### src/rtl/gate_pkg.sv
// rtl/gate_pkg.sv - width derivations and sequencer state encoding for gate_sequencer
package gate_pkg;

  function automatic int gate_bitwidth(input int qn, input int qm);
    return qn + qm + 1;
  endfunction

  function automatic int gate_addr_bitwidth(input int ncol);
    return (ncol > 1) ? $clog2(ncol) : 1;
  endfunction

  typedef enum logic [2:0] {
    ST_FILL,
    ST_ARMED,
    ST_CLEAR,
    ST_RUN,
    ST_DRAIN,
    ST_DONE
  } gate_state_t;

endpackage

### src/rtl/elem_buffer.sv
// rtl/elem_buffer.sv - input vector element store, one write port, one asynchronous read port
module elem_buffer
  import gate_pkg::*;
#(
  parameter int DEPTH = 8,
  parameter int WIDTH = 18,
  parameter int AW    = gate_addr_bitwidth(DEPTH)
) (
  input  logic             clock,
  input  logic             wr_en,
  input  logic [AW-1:0]    wr_addr,
  input  logic [WIDTH-1:0] wr_data,
  input  logic [AW-1:0]    rd_addr,
  output logic [WIDTH-1:0] rd_data
);

  // No reset: contents are only read after a full FILL rewrites every entry.
  logic [WIDTH-1:0] mem_q [DEPTH];

  always_ff @(posedge clock) begin
    if (wr_en) begin
      mem_q[wr_addr] <= wr_data;
    end
  end

  assign rd_data = mem_q[rd_addr];

endmodule

### src/rtl/gate_sequencer.sv
// rtl/gate_sequencer.sv - buffers one input vector and sequences weightRAM columns into dot_prod
module gate_sequencer
  import gate_pkg::*;
#(
  parameter int NROW     = 16,
  parameter int NCOL     = 8,
  parameter int QN       = 6,
  parameter int QM       = 11,
  parameter int PIPE_LAT = 2,
  localparam int BITWIDTH      = gate_bitwidth(QN, QM),
  localparam int ADDR_BITWIDTH = gate_addr_bitwidth(NCOL)
) (
  input  logic                     clock,
  input  logic                     reset,
  input  logic                     in_valid,
  input  logic [BITWIDTH-1:0]      in_data,
  output logic                     in_ready,
  input  logic                     start,
  input  logic                     abort,
  output logic [ADDR_BITWIDTH-1:0] colAddress,
  output logic [BITWIDTH-1:0]      elemOut,
  output logic                     accEn,
  output logic                     accClr,
  output logic                     busy,
  output logic                     done
);

  if (NROW < 1 || NCOL < 2 || (NCOL & (NCOL - 1)) != 0 || PIPE_LAT < 0) begin : g_bad_param
    $error("gate_sequencer: NROW must be >= 1, NCOL a power of two >= 2, PIPE_LAT >= 0");
  end

  localparam int DCW = $clog2(PIPE_LAT + 2);
  localparam logic [DCW-1:0]           DRAIN_LAST = DCW'(PIPE_LAT);
  localparam logic [ADDR_BITWIDTH-1:0] COL_LAST   = ADDR_BITWIDTH'(NCOL - 1);

  gate_state_t                state_q, state_d;
  logic [ADDR_BITWIDTH-1:0]   wr_ptr_q, wr_ptr_d;
  logic [ADDR_BITWIDTH-1:0]   col_q, col_d;
  logic [ADDR_BITWIDTH-1:0]   col_addr_q, col_addr_d;
  logic [DCW-1:0]             drain_cnt_q, drain_cnt_d;
  logic [BITWIDTH-1:0]        elem_q, elem_d;
  logic                       acc_en_q, acc_en_d;
  logic                       acc_clr_q, acc_clr_d;
  logic                       done_q, done_d;
  logic [BITWIDTH-1:0]        buf_rd_data;
  logic                       wr_en;

  assign in_ready = (state_q == ST_FILL);
  assign busy     = (state_q == ST_CLEAR) || (state_q == ST_RUN) || (state_q == ST_DRAIN);
  assign wr_en    = in_valid && in_ready && !abort;

  elem_buffer #(
    .DEPTH (NCOL),
    .WIDTH (BITWIDTH),
    .AW    (ADDR_BITWIDTH)
  ) u_elem_buffer (
    .clock   (clock),
    .wr_en   (wr_en),
    .wr_addr (wr_ptr_q),
    .wr_data (in_data),
    .rd_addr (col_q),
    .rd_data (buf_rd_data)
  );

  always_comb begin
    state_d     = state_q;
    wr_ptr_d    = wr_ptr_q;
    col_d       = col_q;
    col_addr_d  = col_addr_q;
    drain_cnt_d = drain_cnt_q;
    elem_d      = '0;
    acc_en_d    = 1'b0;
    acc_clr_d   = 1'b0;
    done_d      = 1'b0;
    unique case (state_q)
      ST_FILL: begin
        if (wr_en) begin
          wr_ptr_d = wr_ptr_q + 1'b1;
          if (wr_ptr_q == COL_LAST) state_d = ST_ARMED;
        end
      end
      ST_ARMED: begin
        if (start) begin
          state_d   = ST_CLEAR;
          acc_clr_d = 1'b1;
        end
      end
      ST_CLEAR: begin
        state_d    = ST_RUN;
        col_d      = '0;
        col_addr_d = '0;
      end
      ST_RUN: begin
        // Element for col_q lands one cycle after its address, matching the RAM read.
        col_d      = col_q + 1'b1;
        col_addr_d = col_q + 1'b1;
        elem_d     = buf_rd_data;
        acc_en_d   = 1'b1;
        if (col_q == COL_LAST) begin
          state_d     = ST_DRAIN;
          drain_cnt_d = '0;
        end
      end
      ST_DRAIN: begin
        if (drain_cnt_q == DRAIN_LAST) begin
          state_d = ST_DONE;
          done_d  = 1'b1;
        end else begin
          drain_cnt_d = drain_cnt_q + 1'b1;
        end
      end
      ST_DONE: begin
        state_d  = ST_FILL;
        wr_ptr_d = '0;
      end
      default: state_d = ST_FILL;
    endcase
    if (abort) begin
      state_d     = ST_FILL;
      wr_ptr_d    = '0;
      col_d       = '0;
      col_addr_d  = '0;
      drain_cnt_d = '0;
      elem_d      = '0;
      acc_en_d    = 1'b0;
      acc_clr_d   = 1'b0;
      done_d      = 1'b0;
    end
  end

  always_ff @(posedge clock or posedge reset) begin
    if (reset) begin
      state_q     <= ST_FILL;
      wr_ptr_q    <= '0;
      col_q       <= '0;
      col_addr_q  <= '0;
      drain_cnt_q <= '0;
      elem_q      <= '0;
      acc_en_q    <= 1'b0;
      acc_clr_q   <= 1'b0;
      done_q      <= 1'b0;
    end else begin
      state_q     <= state_d;
      wr_ptr_q    <= wr_ptr_d;
      col_q       <= col_d;
      col_addr_q  <= col_addr_d;
      drain_cnt_q <= drain_cnt_d;
      elem_q      <= elem_d;
      acc_en_q    <= acc_en_d;
      acc_clr_q   <= acc_clr_d;
      done_q      <= done_d;
    end
  end

  assign colAddress = col_addr_q;
  assign elemOut    = elem_q;
  assign accEn      = acc_en_q;
  assign accClr     = acc_clr_q;
  assign done       = done_q;

endmodule

### config.mk
export PLATFORM = sky130hd
export DESIGN_NAME = gate_sequencer
export DESIGN_NICKNAME = d
export VERILOG_FILES = /design/src/rtl/gate_pkg.sv /design/src/rtl/elem_buffer.sv /design/src/rtl/gate_sequencer.sv
export SDC_FILE = /design/constraint.sdc
export NUM_CORES = 1
export LEC_CHECK = 0
export CAP_MARGIN = 20
export CORE_ASPECT_RATIO = 0.7
export CORE_MARGIN = 8
export CORE_UTILIZATION = 45
export DETAILED_ROUTE_END_ITERATION = 10
export PLACE_DENSITY = 0.66
export SYNTH_ARGS = -nofsm -noshare
export SYNTH_HDL_FRONTEND = slang
export SYNTH_SLANG_ARGS = --single-unit
### constraint.sdc
create_clock -name clock -period 2.78 [get_ports clock]
set_input_delay 0.417 -clock clock [delete_from_list [all_inputs] [get_ports clock]]
set_output_delay 0.417 -clock clock [all_outputs]
set_load 0.1 [all_outputs]
==> impl_metrics.tcl, run 1 <==
set metrics [dict create \
    post_cts_buffers 0 \
    num_vias 3544 \
    htree_levels 4 \
    finish.utilization_pct 55.3 \
    fin_nets 461 \
    max_cap_viol_count 0 \
    switching_share_pct 21.4 \
    path_cells "or3b_1 > nand2_1 > buf_4" \
    use_met2_pct 21.1 \
    arrival_ps 1920 \
    yosysSeqAreaShare_pct 76.3 \
    finalWirelength_mm 14.0 \
    port-buffer-count 48 \
    fmax_mhz 428 \
    r2r_start "state_q[0]$_DFFE_PP0P_" \
    fin_crit_sh_pct 84.0 \
    globalplace.congestion 0.778 \
    die_h_um 118 \
    rsz0062_at_grt "false" \
    use_met3_pct 5.20 \
    clkTransAtPathRegs_ps 60 \
    crit_fanout 14 \
    dp_slack_ps 418 \
    yosysWarningCount 0 \
    seq_area_um2 5130 \
    routedWlPerCell_um 21.8 \
    synth_top_area_share_pct 64.3 \
    synth_cell_type_count 32 \
    ant_nets 0 \
    syn_area_um2 6720 \
    start_util_pct 45.9 \
    die_area_um2 19200 \
    cts_buffers 17 \
    crit_path_start_kind "flip-flop" \
    setup_tns_ps 0 \
    drtPass1Iterations 4 \
    track_usage_pct 15.4 \
    design_area_um2 8090 \
    crit_path_end_kind "output port" \
    drc_errors 0 \
    yosysTopAreaCell "edfxtp_1" \
    n_fill_cell 1162 \
    cp_top_family "flip-flops" \
    rr_worst_depth 5 \
    via_per_inst 5.53 \
    p_clk_share_pct 42.3 \
    met1_usage_pct 23.0 \
    num_rows 37 \
    dp.cells 609 \
    diodes 0 \
    cts_tree "yes" \
    clock_latency_ps 420 \
    grt_first_pass_wirelength_mm 22.3 \
    coreArea_um2 14600 \
    grt_pass1_vias 3733 \
    cts_sinks 176 \
    status "complete, no violations" \
    powerDensity_nw_per_um2 652 \
    layout_min_cycle_time_ps 2330 \
    reg2reg_slack_ps 880 \
    syn_area_per_cell_um2 18.7 \
    ys_ff_latch 176 \
    cts-root-buf "clkbuf_16" \
    synth.net_count 387 \
    fin_cells 641 \
    p_sw_mw 1.13 \
    setup_viol 0 \
    drtIter0Drc 317 \
    dp_hpwl_mm 9.27 \
    cts_resized 0 \
    grt_max_degree 40 \
    required_ps 2360 \
    worst-path-stages 3 \
    worst_pin_slew_ps 627 \
    leakagePower_nw 2.88 \
    grt_remaining_overflow 0 \
    synthTopCellsByArea "edfxtp_1, mux4_2, dfrtp_1" \
    cts.hold.buffers_added 0 \
    cp_slowest_cell "dfrtp_1" \
    placed_area_um2 7530 \
    slowest_delay_ps 620 \
    power_frac_seq_pct 55.0 \
    slew_headroom_pct 58.2 \
    fin_skew_ps 13.1 \
    ir_drop_mv 0.508 \
    finalWorstSetupSlack_ps 445 \
    reg2reg_to "u_elem_buffer.mem_q[1][8]$_DFFE_PP_" \
    hold_class "primary input to async pin" \
    areaGrowthSynthToFinish_pct 20.4 \
    hold_viol_final 0 \
    layout-drive-gt1-share_pct 28.0 \
    busiest_layer "met1" \
    slew_viol_final 0 \
    multi_input_area_um2 1440 \
    antenna_found_initial 0 \
    startpoint "state_q[2]$_DFFE_PP0P_" \
    ios 49 \
    dieWidth_um 162 \
    path_buf_inv 1 \
    critPathKind "flip-flop to output port" \
    clk_path_buf_depth 2 \
    syn_inst 359 \
    p_comb_share_pct 2.8 \
    p_int_mw 4.14 \
]
## worst register-to-register path: stages (launching register included)
cell     delay [ps]
dfrtp_1         520
nor4b_2         320
buf_4           180
nand2_1         120
nor3_2          200
buf_4           250
## layer usage
layer  part of all wire (%)  wire, um  up-vias
met5                      0         0        -
met2                     43      6020      131
met1                     46      6400     1844
met3                     10      1410       13
met4                   0.94       131        0
li1                       -         -     1556
## cells in the mapped netlist
| cell | instances |
|---|---|
| o221ai_1 | 1 |
| nor2b_1 | 2 |
| a21boi_1 | 1 |
| inv_1 | 24 |
| buf_2 | 3 |
| nor4b_1 | 1 |
| dfrtp_1 | 32 |
| nand2b_1 | 6 |
| a22o_1 | 3 |
| or3b_1 | 1 |
| o21ai_1 | 19 |
| nor3_1 | 10 |
| nor4b_2 | 1 |
| mux4_2 | 36 |
| edfxtp_1 | 144 |
| o21ai_0 | 1 |
| ha_1 | 5 |
| nand4_1 | 1 |
| nor4_1 | 1 |
| buf_6 | 1 |
| nor2_1 | 11 |
| a21o_1 | 1 |
| nand3b_1 | 2 |
| nand3_1 | 20 |
| clkbuf_1 | 12 |
| buf_4 | 1 |
| mux2_1 | 2 |
| a21oi_1 | 5 |
| a2bb2oi_1 | 1 |
| buf_1 | 1 |
| nor3b_1 | 1 |
| nand2_1 | 9 |
## sequential cells by signal, indices dropped and copies added (netlist names)
name                 flops
u_elem_buffer.mem_q    144
elemOut                 18
colAddress               3
state_q                  3
wr_ptr_q                 3
drain_cnt_q              2
accClr                   1
accEn                    1
done                     1
## cell type report
cell class                      instances  share of cell area [%]
Timing Repair Buffer                   73                    7.76
Clock buffer                           18                    5.43
Tap cell                              195                    3.02
Clock inverter                         14                    1.48
Inverter                               24                    1.11
Sequential cell                       176                    63.4
Multi-Input combinational cell        141                    17.8
## through the flow
step | hold slack [ps] | power [mW]
after floorplan | 468 | 3.00
after global placement | 489 | 3.09
after detailed placement | 514 | 3.10
after CTS | 395 | 5.32
after global routing | 417 | 5.45
final | 381 | 5.27
## how the worst max path moves through the flow
stage | end | slack [ps]
2_1_floorplan | elemOut[10]$_DFF_PP0_ | 410
3_5_place_dp | u_elem_buffer.mem_q[1][11]$_DFFE_PP_ | 420
5_1_grt | busy | 320
6_report | busy | 450
4_1_cts | busy | 430
3_3_place_gp | u_elem_buffer.mem_q[3][11]$_DFFE_PP_ | 430
## cells in the final DEF (no fill, tap or decap), types with 2 or more instances in the layout
master and count:
mux4_2 36, buf_12 2, inv_1 24, buf_4 49
ha_1 5, dfrtp_1 31, nor2b_1 2, nor2_1 11
a22o_1 3, inv_6 8, edfxtp_1 144, nor3_2 4
clkinv_4 3, nand3b_1 2, a21oi_1 5, clkbuf_16 17
nand2b_1 6, nand2_1 9, o21ai_1 19, nand3_1 20
nor3_1 6, clkdlybuf4s50_1 22, mux2_1 2
## kinds of logic after synthesis
| kind of cell | synth area share, % |
|---|---|
| flip-flops | 76.3 |
| AND/OR/NAND/NOR | 5.10 |
| AO/OA/AOI/OAI | 2.74 |
| buffers and inverters | 2.57 |
| multiplexers | 12.4 |
| adder cells (fa/ha/maj) | 0.931 |
## power by group through the flow
stage / registers [mW] / clock network (mW) / logic (mW)
6_report: 2.90 / 2.23 / 0.146
5_1_grt: 2.90 / 2.39 / 0.161
4_1_cts: 2.90 / 2.28 / 0.150
3_5_place_dp: 2.95 / 0 / 0.149
3_3_place_gp: 2.95 / 0 / 0.143
2_1_floorplan: 2.95 / 0 / 0.0520
No activity file was read; power rests on OpenSTA's default activity.
==> run 2, diff against run 1 <==
==> constraint.sdc (replaced) <==
create_clock -name clock -period 1.9 [get_ports clock]
set_input_delay 0.285 -clock clock [delete_from_list [all_inputs] [get_ports clock]]
set_output_delay 0.285 -clock clock [all_outputs]
set_load 0.1 [all_outputs]
==> impl_metrics.tcl, run 2 (synthesized netlist as in run 1, its figures left out) <==
set metrics [dict create \
    status "complete, no violations" \
    drtPass1Iterations 5 \
    grt_remaining_overflow 0 \
    dp_hpwl_mm 9.03 \
    critPathKind "flip-flop to output port" \
    die_h_um 118 \
    drc_errors 0 \
    arrival_ps 1600 \
    drtIter0Drc 281 \
    layout-drive-gt1-share_pct 32.2 \
    die_area_um2 19200 \
    fin_nets 475 \
    areaGrowthSynthToFinish_pct 26.2 \
    hold_viol_final 0 \
    ir_drop_mv 0.618 \
    placed_area_um2 7810 \
    hold_class "primary input to async pin" \
    path_cells "buf_6 > or3b_4 > nand2_4 > buf_12" \
    coreArea_um2 14600 \
    powerDensity_nw_per_um2 917 \
    p_comb_share_pct 3.0 \
    startpoint "state_q[0]$_DFFE_PP0P_" \
    clk_path_buf_depth 2 \
    setup_viol 0 \
    track_usage_pct 15.5 \
    fin_crit_sh_pct 99.3 \
    path_buf_inv 2 \
    crit_fanout 2 \
    power_frac_seq_pct 54.6 \
    start_util_pct 45.9 \
    antenna_found_initial 0 \
    cp_top_family "simple AND/OR/NAND/NOR gates" \
    reg2reg_to "drain_cnt_q[1]$_DFFE_PP0P_" \
    num_vias 3469 \
    grt_max_degree 40 \
    regMostFlops "u_elem_buffer.mem_q" \
    required_ps 1620 \
    cts_buffers 17 \
    worst_pin_slew_ps 438 \
    fmax_mhz 530 \
    ant_nets 0 \
    reg2reg_slack_ps 80 \
    cts.hold.buffers_added 0 \
    grt_pass1_vias 3808 \
    design_area_um2 8480 \
    layout_min_cycle_time_ps 1890 \
    cts-root-buf "clkbuf_16" \
    mostFrequentLayoutCells "edfxtp_1, buf_4, mux4_2, dfrtp_1, inv_1" \
    p_clk_share_pct 42.4 \
    largest_reg_flops 144 \
    final_common_cell "edfxtp_1" \
    holdWs_ps 222 \
    clock_latency_ps 420 \
    cp_slowest_cell "dfrtp_1" \
    slew_viol_final 0 \
    p_int_mw 6.16 \
    r2r_start "colAddress[0]$_DFFE_PP0P_" \
    worst-path-stages 4 \
    htree_levels 4 \
    rr_worst_depth 5 \
    cts_tree "yes" \
    crit_end "busy" \
    crit_path_end_kind "output port" \
    fin_skew_ps 12.8 \
    clkTransAtPathRegs_ps 70 \
    p_sw_mw 1.62 \
    grt_first_pass_wirelength_mm 22.1 \
    routedWlPerCell_um 21.5 \
    via_per_inst 5.30 \
    diodes 0 \
    globalplace.congestion 0.740 \
    slew_headroom_pct 70.8 \
    switching_share_pct 20.8 \
    cts_sinks 176 \
    finalWirelength_mm 14.1 \
    leakagePower_nw 2.99 \
    crit_path_start_kind "flip-flop" \
    port-buffer-count 48 \
    ios 49 \
    dieWidth_um 162 \
    slowest_delay_ps 410 \
    rsz0062_at_grt "true" \
    max_cap_viol_count 0 \
    num_rows 37 \
]
-- run 2: cell types whose count changed in the layout (fill, tap and decap cells not counted), sizes merged --
cell / previous run / this run
buf: 51 / 65
inv: 33 / 29
bufinv: 0 / 1
clkbuf: 18 / 19
clkinv: 4 / 5
clkinvlp: 1 / 2
-- run 2: area by class of cell --
| class | instances | area (um2) |
|---|---|---|
| clock inverter | 13 | 130 |
| sequential | 176 | 5130 |
| clock buffer | 19 | 433 |
| timing repair buffer | 87 | 915 |
| fill | 1130 | 6150 |
| inverter | 24 | 90.1 |
| multi-input combinational | 141 | 1540 |
| tap | 195 | 244 |
-- run 2: tightest hold or removal path, delay by kind of cell --
family	cells	cell delay, ps
buffers and inverters	3	710
-- run 2: metal layers --
metal | GRT usage [%] | vias up | wire, um
li1 | - | 1576 | -
met1 | 23.0 | 1759 | 6620
met2 | 22.0 | 130 | 6130
met3 | 4.72 | 4 | 1320
met4 | 3.69 | 0 | 47
met5 | 0 | - | 0
-- run 2: power groups by stage --
stage / Combinational [mW] / Clock [mW] / Sequential, mW
3_5_place_dp: 0.240 / 0 / 4.32
4_1_cts: 0.241 / 3.37 / 4.24
2_1_floorplan: 0.0845 / 0 / 4.32
5_1_grt: 0.260 / 3.53 / 4.24
3_3_place_gp: 0.231 / 0 / 4.32
6_report: 0.236 / 3.30 / 4.24
-- run 2: worst min path at each step --
stage | start | to | slack, ps
finish | reset | elemOut[6]$_DFF_PP0_ | 220
global route | reset | elemOut[5]$_DFF_PP0_ | 250
detailed placement | drain_cnt_q[1]$_DFFE_PP0P_ | drain_cnt_q[1]$_DFFE_PP0P_ | 520
CTS | reset | elemOut[5]$_DFF_PP0_ | 220
floorplan | in_data[0] | u_elem_buffer.mem_q[0][0]$_DFFE_PP_ | 380
global placement | drain_cnt_q[1]$_DFFE_PP0P_ | drain_cnt_q[1]$_DFFE_PP0P_ | 480
-- run 2: metrics by stage --
stage / worst slack (ps) / instances / TNS, ps / power, mW / utilization (%)
final: 13.3 / 655 / 0 / 7.78 / 58.0
after global routing: -37.8 / 655 / -37.8 / 8.03 / 58.0
after CTS: -13.4 / 652 / -13.4 / 7.85 / 57.8
after global placement: -322 / 612 / -41020 / 4.55 / 53.4
after floorplan: -106 / 359 / -4470 / 4.40 / -
after detailed placement: -309 / 612 / -39190 / 4.56 / 53.4
-- run 2: repair_timing --
item / 4_1_cts / 5_1_grt
pin swaps: 1 / 0
setup endpoints to repair: 2 / 11
setup buffers: 8 / 3
gates cloned: 0 / 0
resized for setup: 6 / 2
